==> src/rtl/image_receiver_pkg.sv <==
// Shared types and constants for the FPGA-to-Nano pixel link receivers.
package image_link_pkg;
   localparam int DEF_NUM_PIXELS = 76800;
   localparam int DEF_CLK_FREQ   = 50_000_000;
   localparam logic [7:0] HI_NIBBLE_MASK = 8'hF0;

   typedef logic [11:0] pixel_t;

   typedef enum logic [1:0] {IDLE, START, DATA, STOP} rx_state_t;
   typedef enum logic {WAIT_HI, WAIT_LO} asm_state_t;
endpackage

==> src/rtl/image_receiver_if.sv <==
// Frame-buffer write port plus status strobes driven by the pixel receiver.
interface image_receiver_if;
   import image_link_pkg::*;

   logic        wr_en;
   logic [16:0] wr_addr;
   pixel_t      wr_data;
   logic        frame_done;
   logic        rx_error;

   modport master (output wr_en, wr_addr, wr_data, frame_done, rx_error);
   modport slave  (input  wr_en, wr_addr, wr_data, frame_done, rx_error);
endinterface

==> src/rtl/image_receiver_uart_byte_rx.sv <==
// 8N1 UART byte receiver with a 2-flop input synchroniser; samples mid-bit.
module uart_byte_rx
   import image_link_pkg::*;
#(
   parameter int CLKS_PER_BIT = 10
) (
   input  logic       clk,
   input  logic       rst,
   input  logic       rx,
   output logic [7:0] byte_out,
   output logic       byte_valid,
   output logic       framing_err
);
   localparam int CW = $clog2(CLKS_PER_BIT + 1);
   localparam int HALF = (CLKS_PER_BIT / 2 > 0) ? CLKS_PER_BIT / 2 : 1;
   localparam logic [CW-1:0] HALF_LAST = CW'(HALF - 1);
   localparam logic [CW-1:0] BIT_LAST  = CW'(CLKS_PER_BIT - 1);

   logic rx_p0, rx_p1;
   rx_state_t state, state_nx;
   logic [CW-1:0] clk_cnt, clk_cnt_nx;
   logic [2:0] bit_cnt, bit_cnt_nx;
   logic [7:0] shreg, shreg_nx;
   logic vld_nx, ferr_nx;

   // Stage p0/p1: synchroniser, idles high so reset never looks like a start bit
   always_ff @(posedge clk or posedge rst) begin
      if (rst) begin
         rx_p0 <= 1'b1;
         rx_p1 <= 1'b1;
      end else begin
         rx_p0 <= rx;
         rx_p1 <= rx_p0;
      end
   end

   always_ff @(posedge clk or posedge rst) begin
      if (rst) begin
         state       <= IDLE;
         clk_cnt     <= '0;
         bit_cnt     <= '0;
         shreg       <= '0;
         byte_valid  <= 1'b0;
         framing_err <= 1'b0;
      end else begin
         state       <= state_nx;
         clk_cnt     <= clk_cnt_nx;
         bit_cnt     <= bit_cnt_nx;
         shreg       <= shreg_nx;
         byte_valid  <= vld_nx;
         framing_err <= ferr_nx;
      end
   end

   always_comb begin
      state_nx   = state;
      clk_cnt_nx = clk_cnt;
      bit_cnt_nx = bit_cnt;
      shreg_nx   = shreg;
      vld_nx     = 1'b0;
      ferr_nx    = 1'b0;
      case (state)
         IDLE: begin
            if (!rx_p1) begin
               state_nx   = START;
               clk_cnt_nx = '0;
               bit_cnt_nx = '0;
            end
         end
         START: begin
            if (clk_cnt == HALF_LAST) begin
               clk_cnt_nx = '0;
               state_nx   = rx_p1 ? IDLE : DATA;
            end else begin
               clk_cnt_nx = clk_cnt + CW'(1);
            end
         end
         DATA: begin
            if (clk_cnt == BIT_LAST) begin
               clk_cnt_nx = '0;
               shreg_nx   = {rx_p1, shreg[7:1]};
               bit_cnt_nx = bit_cnt + 3'd1;
               if (bit_cnt == 3'd7) state_nx = STOP;
            end else begin
               clk_cnt_nx = clk_cnt + CW'(1);
            end
         end
         STOP: begin
            if (clk_cnt == BIT_LAST) begin
               clk_cnt_nx = '0;
               state_nx   = IDLE;
               vld_nx     = rx_p1;
               ferr_nx    = !rx_p1;
            end else begin
               clk_cnt_nx = clk_cnt + CW'(1);
            end
         end
         default: state_nx = IDLE;
      endcase
   end

   assign byte_out = shreg;
endmodule

==> src/rtl/image_receiver.sv <==
// UART pixel receiver: pairs bytes into RGB444 pixels and writes them sequentially.
module image_receiver
   import image_link_pkg::*;
#(
   parameter int NUM_PIXELS  = DEF_NUM_PIXELS,
   parameter int CLK_FREQ    = DEF_CLK_FREQ,
   parameter int BAUD_RATE   = 9600,
   parameter int GAP_TIMEOUT = 16 * (CLK_FREQ / BAUD_RATE)
) (
   input  logic clk,
   input  logic rst,
   input  logic uart_in,
   image_receiver_if.master fb
);
   localparam int CLKS_PER_BIT = CLK_FREQ / BAUD_RATE;
   localparam int GW = $clog2(GAP_TIMEOUT + 1);
   localparam logic [GW-1:0] GAP_MAX   = GW'(GAP_TIMEOUT);
   localparam logic [16:0]   ADDR_LAST = 17'(NUM_PIXELS - 1);

   logic [7:0] rx_byte;
   logic byte_vld, framing_err;

   uart_byte_rx #(.CLKS_PER_BIT(CLKS_PER_BIT)) u_byte_rx (
      .clk         (clk),
      .rst         (rst),
      .rx          (uart_in),
      .byte_out    (rx_byte),
      .byte_valid  (byte_vld),
      .framing_err (framing_err)
   );

   asm_state_t asm_state, asm_nx;
   logic [3:0] nibble, nibble_nx;
   logic [GW-1:0] gap_cnt, gap_nx;
   logic [16:0] addr, addr_nx;
   logic vld_p1, vld_nx;
   logic [16:0] wr_addr_p1, wr_addr_nx;
   pixel_t wr_data_p1, wr_data_nx;
   logic frame_done_p1, frame_done_nx;
   logic rx_error_p1, rx_error_nx;

   // Stage p1: registered write port, one cycle behind byte_valid
   always_ff @(posedge clk or posedge rst) begin
      if (rst) begin
         asm_state     <= WAIT_HI;
         nibble        <= '0;
         gap_cnt       <= '0;
         addr          <= '0;
         vld_p1        <= 1'b0;
         wr_addr_p1    <= '0;
         wr_data_p1    <= '0;
         frame_done_p1 <= 1'b0;
         rx_error_p1   <= 1'b0;
      end else begin
         asm_state     <= asm_nx;
         nibble        <= nibble_nx;
         gap_cnt       <= gap_nx;
         addr          <= addr_nx;
         vld_p1        <= vld_nx;
         wr_addr_p1    <= wr_addr_nx;
         wr_data_p1    <= wr_data_nx;
         frame_done_p1 <= frame_done_nx;
         rx_error_p1   <= rx_error_nx;
      end
   end

   always_comb begin
      asm_nx        = asm_state;
      nibble_nx     = nibble;
      gap_nx        = gap_cnt;
      addr_nx       = addr;
      vld_nx        = 1'b0;
      wr_addr_nx    = wr_addr_p1;
      wr_data_nx    = wr_data_p1;
      frame_done_nx = 1'b0;
      rx_error_nx   = 1'b0;
      if (framing_err) begin
         rx_error_nx = 1'b1;
         asm_nx      = WAIT_HI;
      end else begin
         case (asm_state)
            WAIT_HI: begin
               if (byte_vld) begin
                  if ((rx_byte & HI_NIBBLE_MASK) != 8'h00) begin
                     rx_error_nx = 1'b1;
                  end else begin
                     nibble_nx = rx_byte[3:0];
                     gap_nx    = '0;
                     asm_nx    = WAIT_LO;
                  end
               end
            end
            WAIT_LO: begin
               // A byte arriving on the timeout cycle still wins
               if (byte_vld) begin
                  vld_nx        = 1'b1;
                  wr_addr_nx    = addr;
                  wr_data_nx    = {nibble, rx_byte};
                  frame_done_nx = (addr == ADDR_LAST);
                  addr_nx       = (addr == ADDR_LAST) ? 17'd0 : addr + 17'd1;
                  asm_nx        = WAIT_HI;
               end else if (gap_cnt == GAP_MAX) begin
                  rx_error_nx = 1'b1;
                  asm_nx      = WAIT_HI;
               end else begin
                  gap_nx = gap_cnt + GW'(1);
               end
            end
            default: asm_nx = WAIT_HI;
         endcase
      end
   end

   assign fb.wr_en      = vld_p1;
   assign fb.wr_addr    = wr_addr_p1;
   assign fb.wr_data    = wr_data_p1;
   assign fb.frame_done = frame_done_p1;
   assign fb.rx_error   = rx_error_p1;
endmodule

==> src/flat_wrapper.sv <==
// flat-port wrapper written by rule: the top's interface ports become plain ports
module image_receiver_flat import image_link_pkg::*;
#(
   parameter int NUM_PIXELS  = DEF_NUM_PIXELS,
   parameter int CLK_FREQ    = DEF_CLK_FREQ,
   parameter int BAUD_RATE   = 9600,
   parameter int GAP_TIMEOUT = 16 * (CLK_FREQ / BAUD_RATE)
)
  (clk, rst, uart_in, fb_wr_en, fb_wr_addr, fb_wr_data, fb_frame_done, fb_rx_error);
  image_receiver_if fb_i ();
  input  logic clk;
  input  logic rst;
  input  logic uart_in;
  output wire logic [$bits(fb_i.wr_en)-1:0] fb_wr_en;
  output wire logic [$bits(fb_i.wr_addr)-1:0] fb_wr_addr;
  output wire logic [$bits(fb_i.wr_data)-1:0] fb_wr_data;
  output wire logic [$bits(fb_i.frame_done)-1:0] fb_frame_done;
  output wire logic [$bits(fb_i.rx_error)-1:0] fb_rx_error;
  assign fb_wr_en = fb_i.wr_en;
  assign fb_wr_addr = fb_i.wr_addr;
  assign fb_wr_data = fb_i.wr_data;
  assign fb_frame_done = fb_i.frame_done;
  assign fb_rx_error = fb_i.rx_error;
  image_receiver #(.NUM_PIXELS(NUM_PIXELS), .CLK_FREQ(CLK_FREQ), .BAUD_RATE(BAUD_RATE), .GAP_TIMEOUT(GAP_TIMEOUT)) u_core (.clk(clk), .rst(rst), .uart_in(uart_in), .fb(fb_i));
endmodule
==> config.mk <==
export PLATFORM = sky130hd
export DESIGN_NAME = image_receiver_flat
export DESIGN_NICKNAME = d
export VERILOG_FILES = /design/src/rtl/image_receiver_pkg.sv /design/src/rtl/image_receiver_if.sv /design/src/rtl/image_receiver_uart_byte_rx.sv /design/src/rtl/image_receiver.sv /design/src/flat_wrapper.sv
export SDC_FILE = /design/constraint.sdc
export NUM_CORES = 1
export LEC_CHECK = 0
export BUFFER_PORTS_ARGS = -buffer_cell sky130_fd_sc_hd__buf_2
export CORE_MARGIN = 4
export CORE_UTILIZATION = 60
export CTS_CLUSTER_SIZE = 20
export DETAILED_ROUTE_END_ITERATION = 10
export HOLD_SLACK_MARGIN = 0.12
export PLACE_DENSITY = 0.79
export SETUP_SLACK_MARGIN = 0.3
export SYNTH_ARGS = -nofsm -noshare
export SYNTH_HDL_FRONTEND = slang
export SYNTH_SLANG_ARGS = --single-unit
==> constraint.sdc <==
create_clock -name clk -period 10.79 [get_ports clk]
set_clock_uncertainty 0.1 [all_clocks]
set_input_delay 2.158 -clock clk [delete_from_list [all_inputs] [get_ports clk]]
set_output_delay 2.158 -clock clk [all_outputs]
set_load 0.05 [all_outputs]
# Word-level counts from Yosys, hierarchy flattened
# Cells that the tools add are included.
dict set report classes {
  n_addsub 4
  mul 0
  n_div 0
  n_lt_le_gt_ge 0
  n_eq_ne 17
  n_shift 0
  muxes 42
  n_bitwise 3
  reduce_logical 11
}
# operator count
set ops {}
lappend ops {{17-bit two-way mux} 5}
lappend ops {{13-bit two-way mux} 3}
lappend ops {{13-bit one-hot mux with 3 select lines} 1}
lappend ops {{17-bit by 1-bit adder with 17-bit output, second input constant} 2}
lappend ops {{17-bit equality test, second input constant} 2}
lappend ops {{17-bit one-hot mux with 2 select lines} 1}
lappend ops {{1-bit two-way mux} 20}
lappend ops {{2-bit inequality test, second input constant} 9}
lappend ops {{13-bit by 1-bit adder with 13-bit output, second input constant} 1}
lappend ops {{13-bit by 12-bit equality test with 1-bit output, second input constant} 1}
lappend ops {{13-bit equality test, second input constant} 1}
lappend ops {{2-bit two-way mux} 6}
lappend ops {{5-bit AND reduction} 2}
lappend ops {{2-bit one-hot mux with 4 select lines} 1}
lappend ops {{8-bit nonzero test} 1}
lappend ops {{3-bit two-way mux} 2}
lappend ops {{3-bit one-hot mux with 2 select lines} 1}
lappend ops {{3-bit AND reduction} 2}
lappend ops {{2-bit equality test, second input constant} 2}
lappend ops {{1-bit one-hot mux with 2 select lines} 2}
lappend ops {{4-bit AND reduction} 1}
lappend ops {{3-bit by 1-bit adder with 3-bit output, second input constant} 1}
lappend ops {{3-bit equality test, second input constant} 1}
lappend ops {{1-bit NOT} 3}
lappend ops {{other kinds (6)} 6}
dict set report totals {
  ff_bits 101
  latchBits 0
  ram_bits 0
  mem_bits_ro 0
  in_bits 3
  elab_cells 94
  mem_count 0
}

# Depth between registers and ports, before layout
# Gate-level depths: netlist of run 1.
dict set report depth {
  depth_word 5
  mapped_depth 7
  mapped_depth_nobuf 7
}

# Hierarchy
# From an unflattened synthesis of run 1, not the netlist that was laid out.
dict set report unflattened {
  hier_cells 489
  area_unflattened_um2 4814.6
}
# module n_inst cells_each area_per_inst_um2 seq_area_each_um2
set by_module_without_submodules {}
lappend by_module_without_submodules {image_receiver 1 353 3293.2 1776.7}
lappend by_module_without_submodules {uart_byte_rx 1 136 1521.5 753.2}

# Least setup slack after synthesis of run 1
# No wires, ideal clock.
dict set report synth_path {
  path_kind {register to output}
  from {register u_core.wr_addr_p1[0] (netlist: u_core.fb.wr_addr[0])}
  to {output fb_wr_addr[0]}
  t_arrival_ps 600
  required_time_ps 8532
  path_slack_ps 7932
  path_stages_with_launch 1
  n_path_buf 0
  path_cell_list {dfrtp_1}
}
# item line_no
set synth_lines {}
lappend synth_lines {{start: declaration} image_receiver.sv:37} ;# logic [16:0] wr_addr_p1, wr_addr_nx;
lappend synth_lines {{start signal: assignment} image_receiver.sv:60} ;# wr_addr_p1 <= wr_addr_nx;
lappend synth_lines {{end: declaration} flat_wrapper.sv:15} ;# output wire logic [$bits(fb_i.wr_addr)-1:0] fb_wr_addr;
# No word-level cell between the ends.

# Final worst setup path of run 1
dict set report layout_path {
  from {register u_core.wr_data_p1[7] (netlist: u_core.fb.wr_data[7])}
  to {output fb_wr_data[7]}
}
# item line_no
set layout_lines {}
lappend layout_lines {{start: declaration} image_receiver.sv:38} ;# pixel_t wr_data_p1, wr_data_nx;
lappend layout_lines {{start signal: assignment} image_receiver.sv:61} ;# wr_data_p1 <= wr_data_nx;
lappend layout_lines {{end: declaration} flat_wrapper.sv:16} ;# output wire logic [$bits(fb_i.wr_data)-1:0] fb_wr_data;
# No word-level cell between the ends.

==> results of run 1 <==
## per-stage QoR
step                instances  total power [W]  hold WS (ns)
detailed placement        596        0.0003952        0.2468
global route              612        0.0006376        0.2728
CTS                       612        0.0006195        0.2634
floorplan                 476        0.0003923        0.2452
global placement          596        0.0003950        0.2483
finish                    612        0.0006117        0.2637
## final cells by class
type / instances / area, µm²
Fill cell: 598 / 2567
Sequential cell: 101 / 2530
Multi-Input combinational cell: 348 / 2096
Timing Repair Buffer: 37 / 192.7
Clock buffer: 10 / 127.6
Tap cell: 102 / 127.6
Clock inverter: 6 / 53.80
Inverter: 8 / 32.53
## worst register-to-register path, delay by kind of cell (launching register included)
| family | cells | cell delay [ns] |
|---|---|---|
| compound gates | 3 | 1.02 |
| flops | 1 | 0.61 |
| fa+ha+maj | 1 | 0.41 |
| simple gates | 1 | 0.15 |
## flip-flops by register name, summed over array words and instances (netlist names), 3 cells and up, named ones only
| name | cells |
|---|---|
| u_core.nibble | 4 |
| u_core.fb.wr_addr | 17 |
| u_core.u_byte_rx.bit_cnt | 3 |
| u_core.u_byte_rx.byte_out | 8 |
| u_core.u_byte_rx.clk_cnt | 13 |
| u_core.fb.wr_data | 12 |
| u_core.gap_cnt | 17 |
| u_core.addr | 17 |
## routing by layer
layer,global-route usage,part of all wire,up-vias
met1,0.2749,0.47,1698
met3,0.03605,0.039,14
met4,0.07991,0.016,0
li1,-,-,1725
met2,0.3344,0.48,74
met5,0,0,-
## worst paths after layout
path / from / endpoint / slack, ns / depth (start not counted)
max in group asynchronous: rst / u_core.gap_cnt[12]$_DFFE_PP0P_ / 7.72 / 3
worst max-delay path: u_core.fb.wr_data[7]$_DFFE_PP0P_ / fb_wr_data[7] / 7.52 / 1
worst max register to register: u_core.asm_state$_DFF_PP0_ / u_core.gap_cnt[1]$_DFFE_PP0P_ / 8.40 / 5
min in group asynchronous: rst / u_core.fb.wr_addr[5]$_DFFE_PP0P_ / 1.67 / 2
worst min register to register: u_core.u_byte_rx.rx_p0$_DFF_PP1_ / u_core.u_byte_rx.rx_p1$_DFF_PP1_ / 0.26 / 0
worst min-delay path: u_core.u_byte_rx.rx_p0$_DFF_PP1_ / u_core.u_byte_rx.rx_p1$_DFF_PP1_ / 0.26 / 0
## kinds of logic (layout without fill, tap and decap cells)
| family | count (synthesis) | in the layout |
|---|---|---|
| flops | 101 | 101 |
| simple gates | 236 | 236 |
| fa+ha+maj | 7 | 7 |
| compound gates | 73 | 73 |
| mux | 17 | 17 |
| xor+xnor | 15 | 15 |
| buf+inv | 27 | 61 |
## placed cells by master, fill, tap and decap left out, types with 3 or more instances in the layout
cell type,instances
inv_1,7
nor4_1,4
nor2_1,26
and3_1,8
or2_2,5
a31oi_1,18
ha_1,7
a22o_2,3
or3_1,3
inv_6,3
nor3b_4,3
a21oi_1,9
nor3_1,10
nor2b_1,4
xnor2_1,8
nand2_1,122
clkbuf_8,9
buf_4,3
a21o_1,3
dfrtp_1,99
nand4_1,11
buf_2,34
xor2_1,7
and2_1,4
mux2_2,15
nand3_1,14
o31ai_1,5
o21ai_0,21
a22o_1,5
## synthesized netlist by cell type, types with 5 or more instances
cell and instances:
a21oi_1 9, inv_1 8, nor3_1 11, a31oi_1 18
xnor2_1 8, nand3_1 14, xor2_1 7, or2_2 5
nand2_1 122, o21ai_0 21, mux2_2 15, and3_1 8
clkbuf_1 11, ha_1 7, a22o_1 5, o31ai_1 5
dfrtp_1 99, nand4_1 11, nor2_1 26
## power by group
group	internal, W	switching, W
logic	0.000000633	0.00000732
clock network	0.0000886	0.000136
registers	0.000379	0.000000258
total	0.000468	0.000144
==> run metrics, run 1 <==
Setup Viol. Count Final 0; CTS Root Cell clkbuf_8; Seq cells post-synth roughly 100; initial antenna violation count 0; crit path max fanout 2; vias in the first global route 3536; Required @ worst endpoint around 8.5 ns; post-synthesis mux area share 0.03976; total routing usage reported by global routing 0.2053; CP top delay family flip-flops; fin crit share 0.3029; synth unique cells 54; CTS tree yes; hold bufs inserted after CTS 0; crit-path max cell delay 0.38 ns; asr flop ratio synth 1.000; Syn Nets around 490; DIE AREA between 9000 and 10000 µm²; placed cell areas about 5000 µm²; Die Y about 97 µm; die width 97.00 µm; XOR/XNOR Fraction of Synth Area 0.02765; Area contributors post-synth dfrtp_1 (52%), nand2_1 (9.6%), mux2_2 (3.6%); worst slew pin tran 1.253 ns; DR vias/cell ~5.7; Design Area, Final 5160 µm²; post-CTS setup buffers 0; Synth Area in Adders 0.01843; CTS Buf Count 9; post-CTS sizing 0; Crit-path slowest cell dfrtp_1; diode count 0; Crit. End Element output pin; Final GP Congestion 0.8181; 1st-iter DRT viols 205; relative max-transition margin 0.1560; Compound-Gate Fraction of Synth Area 0.1024; largest net degree at the start of global routing 72; Max Cap Violations 0; Avg Cell Area, Syn 9.983 µm²; DRT antenna net count 0; Setup WS pre-CTS 7.242 ns; total gr overflow 0; post-synth top area share 0.5213; routed len/inst 14.63 µm; critical path buffer and inverter count 1; Mapped Cells 476; Num Clock Sinks ~100; IO Pins 35; via count 3511; Final Hold Viols 0; Layout Utilization 0.6677; Reg clk slew, reported paths ~0.10 ns; drt drc 0; hpwl dp approximately 5.9 mm; largest family of logic cells by synthesized area simple AND/OR/NAND/NOR gates; register area share after synthesis 0.5324; status completed; mapped cell area 4752 µm²; WP data arrival 1.01 ns; fin. max-slew vios 0; wirelength, routed 8.953 mm; Peak Freq 306.0 MHz; Setup Crit Path Kind reg2out; Final Worst Setup Slack 7.522 ns; port bufs 34; fraction of layout cells with a size suffix above 1 0.1824; Post-synth EDFFs 0; first-pass GRT wire length around 16 mm; unrepaired setup endpoints after global routing no; Pre-antenna DRT Iters 4; Hold Path Class reg2reg; Yosys top cell by area dfrtp_1; Post-Synth Simple-Gate Area 0.2517; Initial Util 0.6150; Leak Pwr 2.613 nW; Core Area 7727 µm²; layout net count slightly above 500; Max VDD drop 0.00009174 V; Clock Tree Buf Depth 2; CP Launch Type register; Worst-Skew Late Latency 0.36 ns; Syn. warnings 0; standard-cell row count 32; Area Growth Syn to Fin 8.583%; worst-path cell chain buf_2; Primary FF master, synth dfrtp_1; H-tree depth 3; Fin Setup TNS 0 ns; Pwr Density 118.5 nW/µm²; fin crit period 3.268 ns
Power figures use the tool's default switching activity.
==> run 2: changes to the inputs <==
--- a/config.mk
+++ b/config.mk
@@ -7,11 +7,11 @@
 export LEC_CHECK = 0
 export BUFFER_PORTS_ARGS = -buffer_cell sky130_fd_sc_hd__buf_2
 export CORE_MARGIN = 4
-export CORE_UTILIZATION = 60
+export CORE_UTILIZATION = 54
 export CTS_CLUSTER_SIZE = 20
 export DETAILED_ROUTE_END_ITERATION = 10
 export HOLD_SLACK_MARGIN = 0.12
-export PLACE_DENSITY = 0.79
+export PLACE_DENSITY = 0.76
 export SETUP_SLACK_MARGIN = 0.3
 export SYNTH_ARGS = -nofsm -noshare
 export SYNTH_HDL_FRONTEND = slang
==> constraint.sdc (replaced) <==
create_clock -name clk -period 2.95 [get_ports clk]
set_clock_uncertainty 0.1 [all_clocks]
set_input_delay 0.59 -clock clk [delete_from_list [all_inputs] [get_ports clk]]
set_output_delay 0.59 -clock clk [all_outputs]
set_load 0.05 [all_outputs]
==> run metrics, run 2 (synthesized netlist as in run 1, its figures left out) <==
H-tree depth 3 (unchanged); Final GP Congestion 0.8801 (+7.6%); grt met3 use 0.04573 (+0.009685); Area Growth Syn to Fin 9.795%; vias in the first global route 3516 (-0.57%); Worst-Skew Late Latency 0.37 ns (about the same); Multi-input gate area 2096 µm² (unchanged); worst setup path startpoint u_core.asm_state$_DFF_PP0_; global routing usage on met2 0.3144 (-0.02001); DRT antenna net count 0 (unchanged); Reg area 2530 µm² (unchanged); Core Area 8382 µm² (+8.5%); Reg clk slew, reported paths 0.11 ns (about the same); Max Cap Violations 0 (unchanged); GRT Max-Usage Layer met2; wirelength, routed 9.128 mm (+2.0%); CTS Buf Count 9 (unchanged); r2r setup slk 0.66 ns (-7.74 ns); Num Clock Sinks 101 (unchanged); fin. max-slew vios 0 (unchanged); total routing usage reported by global routing 0.1964 (-0.008842); Setup Viol. Count Final 0 (unchanged); Required @ worst endpoint 3.10 ns (-5.43 ns); diode count 0 (unchanged); standard-cell row count 33 (+3.1%); crit path max fanout 19 (+17); GR Layer Usage met1 0.2719 (-0.002918); largest net degree at the start of global routing 46 (-36%); unrepaired setup endpoints after global routing no; hpwl dp 6.328 mm (+6.7%); hold bufs inserted after CTS 0 (unchanged); most frequent cells in the layout nand2_1 (122), dfrtp_1 (99), buf_2 (34); routed len/inst 14.77 µm (+0.96%); fin crit period about 2.3 ns; via count 3572 (+1.7%); Max VDD drop 0.0003309 V (+260%); r2r endpoint u_core.gap_cnt[1]$_DFFE_PP0P_; Die Y 101.8 µm (+5.0%); Final Worst Setup Slack 0.6612 ns (-6.861 ns); relative max-transition margin 0.2778 (+0.1218); drt drc 0 (unchanged); DR vias/cell 5.780 (+0.75%); Peak Freq 436.9 MHz; post-CTS sizing 0 (unchanged); fin crit share 0.7759; worst setup path endpoint u_core.gap_cnt[1]$_DFFE_PP0P_; status completed; initial antenna violation count 0 (unchanged); die width 101.8 µm (+5.0%); Fin Hold WS 0.1760 ns (-0.08767 ns); Clock Tree Buf Depth 2 (unchanged); IO Pins 35 (unchanged); total gr overflow 0 (unchanged); Final Hold Viols 0 (unchanged); CTS Root Cell clkbuf_8; Leak Pwr 2.637 nW (+0.91%); CTS tree yes; Register-to-Register Path Depth 5 (unchanged); Pre-antenna DRT Iters 5 (+1); Setup WS pre-CTS 0.7110 ns (-6.531 ns); DIE AREA 10370 µm² (+10%); Initial Util 0.5670 (-0.04801); worst slew pin tran 1.072 ns (-0.1808 ns); 1st-iter DRT viols 156 (-24%); Setup Crit Path Kind reg2reg; FILL cells 668 (+12%); Worst R2R Start u_core.asm_state$_DFF_PP0_; fraction of layout cells with a size suffix above 1 0.1891 (+0.006731); Fin Setup TNS 0 ns (unchanged); Crit. End Element register; post-CTS setup buffers 0 (unchanged); layout net count 518 (+0.58%); port bufs 34 (unchanged); commonest non-fill, non-tap cell in the layout nand2_1; Pwr Density 437.6 nW/µm² (+270%); first-pass GRT wire length 16.34 mm (+1.3%); CP Launch Type register; Hold Path Class in2async; WP data arrival 2.44 ns (+1.43 ns)
run 2: cell types whose count changed in the layout (fill, tap and decap cells not counted), sizes merged:
| cell | change |
|---|---|
| clkbuf | -1 |
| clkinvlp | +1 |
| buf | +3 |
run 2: layout make-up:
| class | count | share of cell area |
|---|---|---|
| clock buffer | 9 | 0.02374 |
| inverter | 8 | 0.006475 |
| tap | 105 | 0.02518 |
| multi-input combinational | 348 | 0.4017 |
| sequential | 101 | 0.4849 |
| timing repair buffer | 40 | 0.04365 |
| clock inverter | 7 | 0.01439 |
run 2: per-stage QoR:
step	instance area, µm²	util	power, W	instances
final	5218	0.6225	0.002283	618
after global routing	5218	0.6225	0.002375	618
after CTS	5218	0.6225	0.002310	618
after detailed placement	5019	0.5987	0.001449	602
after global placement	5019	0.5987	0.001448	602
after floorplan	4756	-	0.001435	476
run 2: worst min path at each step:
stage	startpoint	slack, ns	depth (start not counted)	to
2_1_floorplan	u_core.u_byte_rx.rx_p0$_DFF_PP1_	0.25	0	u_core.u_byte_rx.rx_p1$_DFF_PP1_
3_3_place_gp	u_core.u_byte_rx.rx_p0$_DFF_PP1_	0.25	0	u_core.u_byte_rx.rx_p1$_DFF_PP1_
3_5_place_dp	u_core.u_byte_rx.rx_p0$_DFF_PP1_	0.25	0	u_core.u_byte_rx.rx_p1$_DFF_PP1_
4_1_cts	rst	0.18	2	u_core.fb.wr_data[10]$_DFFE_PP0P_
5_1_grt	uart_in	0.18	1	u_core.u_byte_rx.rx_p0$_DFF_PP1_
6_report	rst	0.18	2	u_core.fb.wr_data[10]$_DFFE_PP0P_
run 2: power by group:
group / total [W] / leakage (nW) / switching [W] / internal [W]
clock network: 0.000863 / 0.0990 / 0.000526 / 0.000337
registers: 0.00139 / 1.39 / 0.00000106 / 0.00139
logic: 0.0000328 / 1.15 / 0.0000277 / 0.00000504
total: 0.00228 / 2.64 / 0.000555 / 0.00173
run 2: per-layer routing:
metal | routed length (µm) | part of all wire
met5 | 0 | 0
met2 | 4442 | 0.49
met3 | 399 | 0.044
met4 | 62 | 0.0068
met1 | 4224 | 0.46
run 2: worst max-delay path, stage by stage, from the launching register on:
cell and delay [ns]:
dfrtp_1 0.59, ha_1 0.40, nor2b_1 0.15, o21ai_0 0.39
o21bai_1 0.33, a32o_1 0.21
==> run 3: changes to the inputs <==
==> constraint.sdc (replaced) <==
create_clock -name clk -period 1.9 [get_ports clk]
set_clock_uncertainty 0.1 [all_clocks]
set_input_delay 0.38 -clock clk [delete_from_list [all_inputs] [get_ports clk]]
set_output_delay 0.38 -clock clk [all_outputs]
set_load 0.05 [all_outputs]
==> run metrics, run 3 (synthesized netlist as in run 1, its figures left out) <==
Max Cap Violations 0 (unchanged); Area Growth Syn to Fin 31.31%; Switching Share 0.2339 (-0.009059); fin crit share 1.011 (+0.2355); Core Area 8382 µm² (unchanged); Initial Util 0.5670 (unchanged); Max VDD drop 0.0005680 V (+72%); failing checks negative setup slack; Pwr Density 590.1 nW/µm² (+35%); vias in the first global route 3848 (+9.4%); Final Worst Setup Slack -0.02162 ns (-0.6828 ns); r2r endpoint u_core.u_byte_rx.clk_cnt[2]$_DFFE_PP0P_; Fin Hold WS 0.2682 ns (+0.09217 ns); port bufs 34 (unchanged); status finished, violations left; Leak Pwr 3.137 nW (+19%); wirelength, routed 11.13 mm (+22%); via count 3934 (+10%); cell internal pwr 0.002821 W (+63%); Register-to-Register Path Depth 6 (+1); GRT Max-Usage Layer met2; diode count 0 (unchanged); die width 101.8 µm (unchanged); routed len/inst 16.21 µm (+9.7%); Worst-Skew Late Latency 0.37 ns (about the same); crit path max fanout 8 (-11); Setup Viol. Count Final 12 (+12); Final Hold Viols 0 (unchanged); layout net count 587 (+13%); Peak Freq 520.4 MHz (+19%); Worst R2R Start u_core.u_byte_rx.clk_cnt[6]$_DFFE_PP0P_; relative max-transition margin 0.6779 (+0.4001); combinational share of power 0.015 (about the same); fin crit period 1.922 ns (-0.3672 ns); Hold Path Class reg2reg; Required @ worst endpoint 2.06 ns (-1.04 ns); Hold EP u_core.u_byte_rx.rx_p1$_DFF_PP1_; fin. max-slew vios 0 (unchanged); Num Clock Sinks 101 (unchanged); GR Layer Usage met1 0.2942 (+0.02222); Worst Hold Path Cells 0; DRT antenna net count 0 (unchanged); WP data arrival 2.08 ns (-0.36 ns); fraction of layout cells with a size suffix above 1 0.3643 (+0.1752); commonest non-fill, non-tap cell in the layout nand2_1; largest net degree at the start of global routing 74 (+61%); Die Y 101.8 µm (unchanged); DIE AREA 10370 µm² (unchanged); Clock Tree Buf Depth 2 (unchanged); total gr overflow 0 (unchanged); Clk pwr share 0.400 (+0.022); switching power 0.0008610 W (+55%); FILL cells 541 (-19%); first-pass GRT wire length 18.10 mm (+11%); Reg clk slew, reported paths 0.11 ns (about the same); initial antenna violation count 0 (unchanged); Layout Utilization 0.7444 (+0.1220); Setup Crit Path Kind reg2reg; most frequent cells in the layout nand2_1 (117), dfrtp_1 (96), buf_4 (58); Crit. End Element register; unrepaired setup endpoints after global routing yes; Reg power frac 0.585 (-0.023); CTS Buf Count 9 (unchanged); standard-cell row count 33 (unchanged); r2r setup slk -0.02 ns (-0.68 ns); IO Pins 35 (unchanged); hpwl dp 6.800 mm (+7.5%); 1st-iter DRT viols 144 (-7.7%); global routing usage on met2 0.3637 (+0.04930); drt drc 0 (unchanged); DR vias/cell 5.726 (-0.93%); worst slew pin tran 0.4831 ns (-0.5888 ns); min-delay src u_core.u_byte_rx.rx_p0$_DFF_PP1_; CP Launch Type register; grt met3 use 0.03823 (-0.007509); Pre-antenna DRT Iters 4 (-1); CTS Root Cell clkbuf_8; H-tree depth 3 (unchanged); CTS tree yes; Final GP Congestion 0.9294 (+5.6%); total routing usage reported by global routing 0.2179 (+0.02150)
-- run 3: worst max path at each step --
stage | start | to | slack (ns) | depth (start not counted)
after floorplan | u_core.u_byte_rx.clk_cnt[0]$_DFFE_PP0P_ | u_core.u_byte_rx.byte_out[0]$_DFFE_PP0P_ | -0.03 | 5
after detailed placement | u_core.u_byte_rx.clk_cnt[1]$_DFFE_PP0P_ | register | -0.02 | 6
after global routing | u_core.u_byte_rx.clk_cnt[6]$_DFFE_PP0P_ | u_core.u_byte_rx.clk_cnt[11]$_DFFE_PP0P_ | -0.16 | 6
after global placement | u_core.u_byte_rx.clk_cnt[1]$_DFFE_PP0P_ | register | 0.07 | 6
final | u_core.u_byte_rx.clk_cnt[6]$_DFFE_PP0P_ | u_core.u_byte_rx.clk_cnt[2]$_DFFE_PP0P_ | -0.02 | 6
after CTS | u_core.u_byte_rx.clk_cnt[0]$_DFFE_PP0P_ | u_core.u_byte_rx.clk_cnt[12]$_DFFE_PP0P_ | 0.001 | 7
-- run 3: metrics by stage --
step	setup slack [ns]	instances	power (W)	TNS (ns)	instance area, µm²
3_3_place_gp	0.06544	630	0.002248	0	5353
3_5_place_dp	-0.01522	630	0.002249	-0.01522	5353
5_1_grt	-0.1602	687	0.003836	-2.499	6240
6_report	-0.02162	687	0.003682	-0.1179	6240
4_1_cts	0.001145	676	0.003734	0	6018
2_1_floorplan	-0.03263	476	0.002228	-0.2610	4853
-- run 3: power by group through the flow --
| stage | Clock, W | Sequential (W) | Combinational, W |
|---|---|---|---|
| 3_5_place_dp | 0 | 0.00220 | 0.0000539 |
| 4_1_cts | 0.00152 | 0.00215 | 0.0000569 |
| 6_report | 0.00147 | 0.00215 | 0.0000538 |
| 3_3_place_gp | 0 | 0.00220 | 0.0000528 |
| 5_1_grt | 0.00162 | 0.00215 | 0.0000636 |
| 2_1_floorplan | 0 | 0.00220 | 0.0000330 |
-- run 3: layout make-up --
class	instances	area, µm²	share of cell area
Clock inverter	7	102.6	0.01644
Timing Repair Buffer	109	863.3	0.1384
Clock buffer	9	123.9	0.01985
Sequential cell	101	2534	0.4061
Tap cell	105	131.4	0.02105
Multi-Input combinational cell	348	2451	0.3928
Inverter	8	33.78	0.005414
-- run 3: timing repair --
item / in CTS / in global routing
endpoints found under the setup margin: 78 / 80
setup buffers: 27 / 11
hold buffers: 2 / 0
gates cloned: 1 / 0
pin swaps: 30 / 19
resized for setup: 46 / 32
hold endpoints to repair: 13 / 0
-- run 3: routing by layer --
| layer | share of wire | vias to the layer above |
|---|---|---|
| met1 | 0.42 | 1973 |
| met5 | 0 | - |
| met2 | 0.52 | 77 |
| li1 | - | 1864 |
| met4 | 0.018 | 0 |
| met3 | 0.038 | 20 |
-- run 3: critical path, stage by stage, from the launching register on --
cell       delay, ns
dfrtp_1         0.46
nor3b_1         0.32
nand4_1         0.24
a22oi_4         0.33
buf_4           0.16
o21ai_1         0.05
o2bb2ai_1       0.15
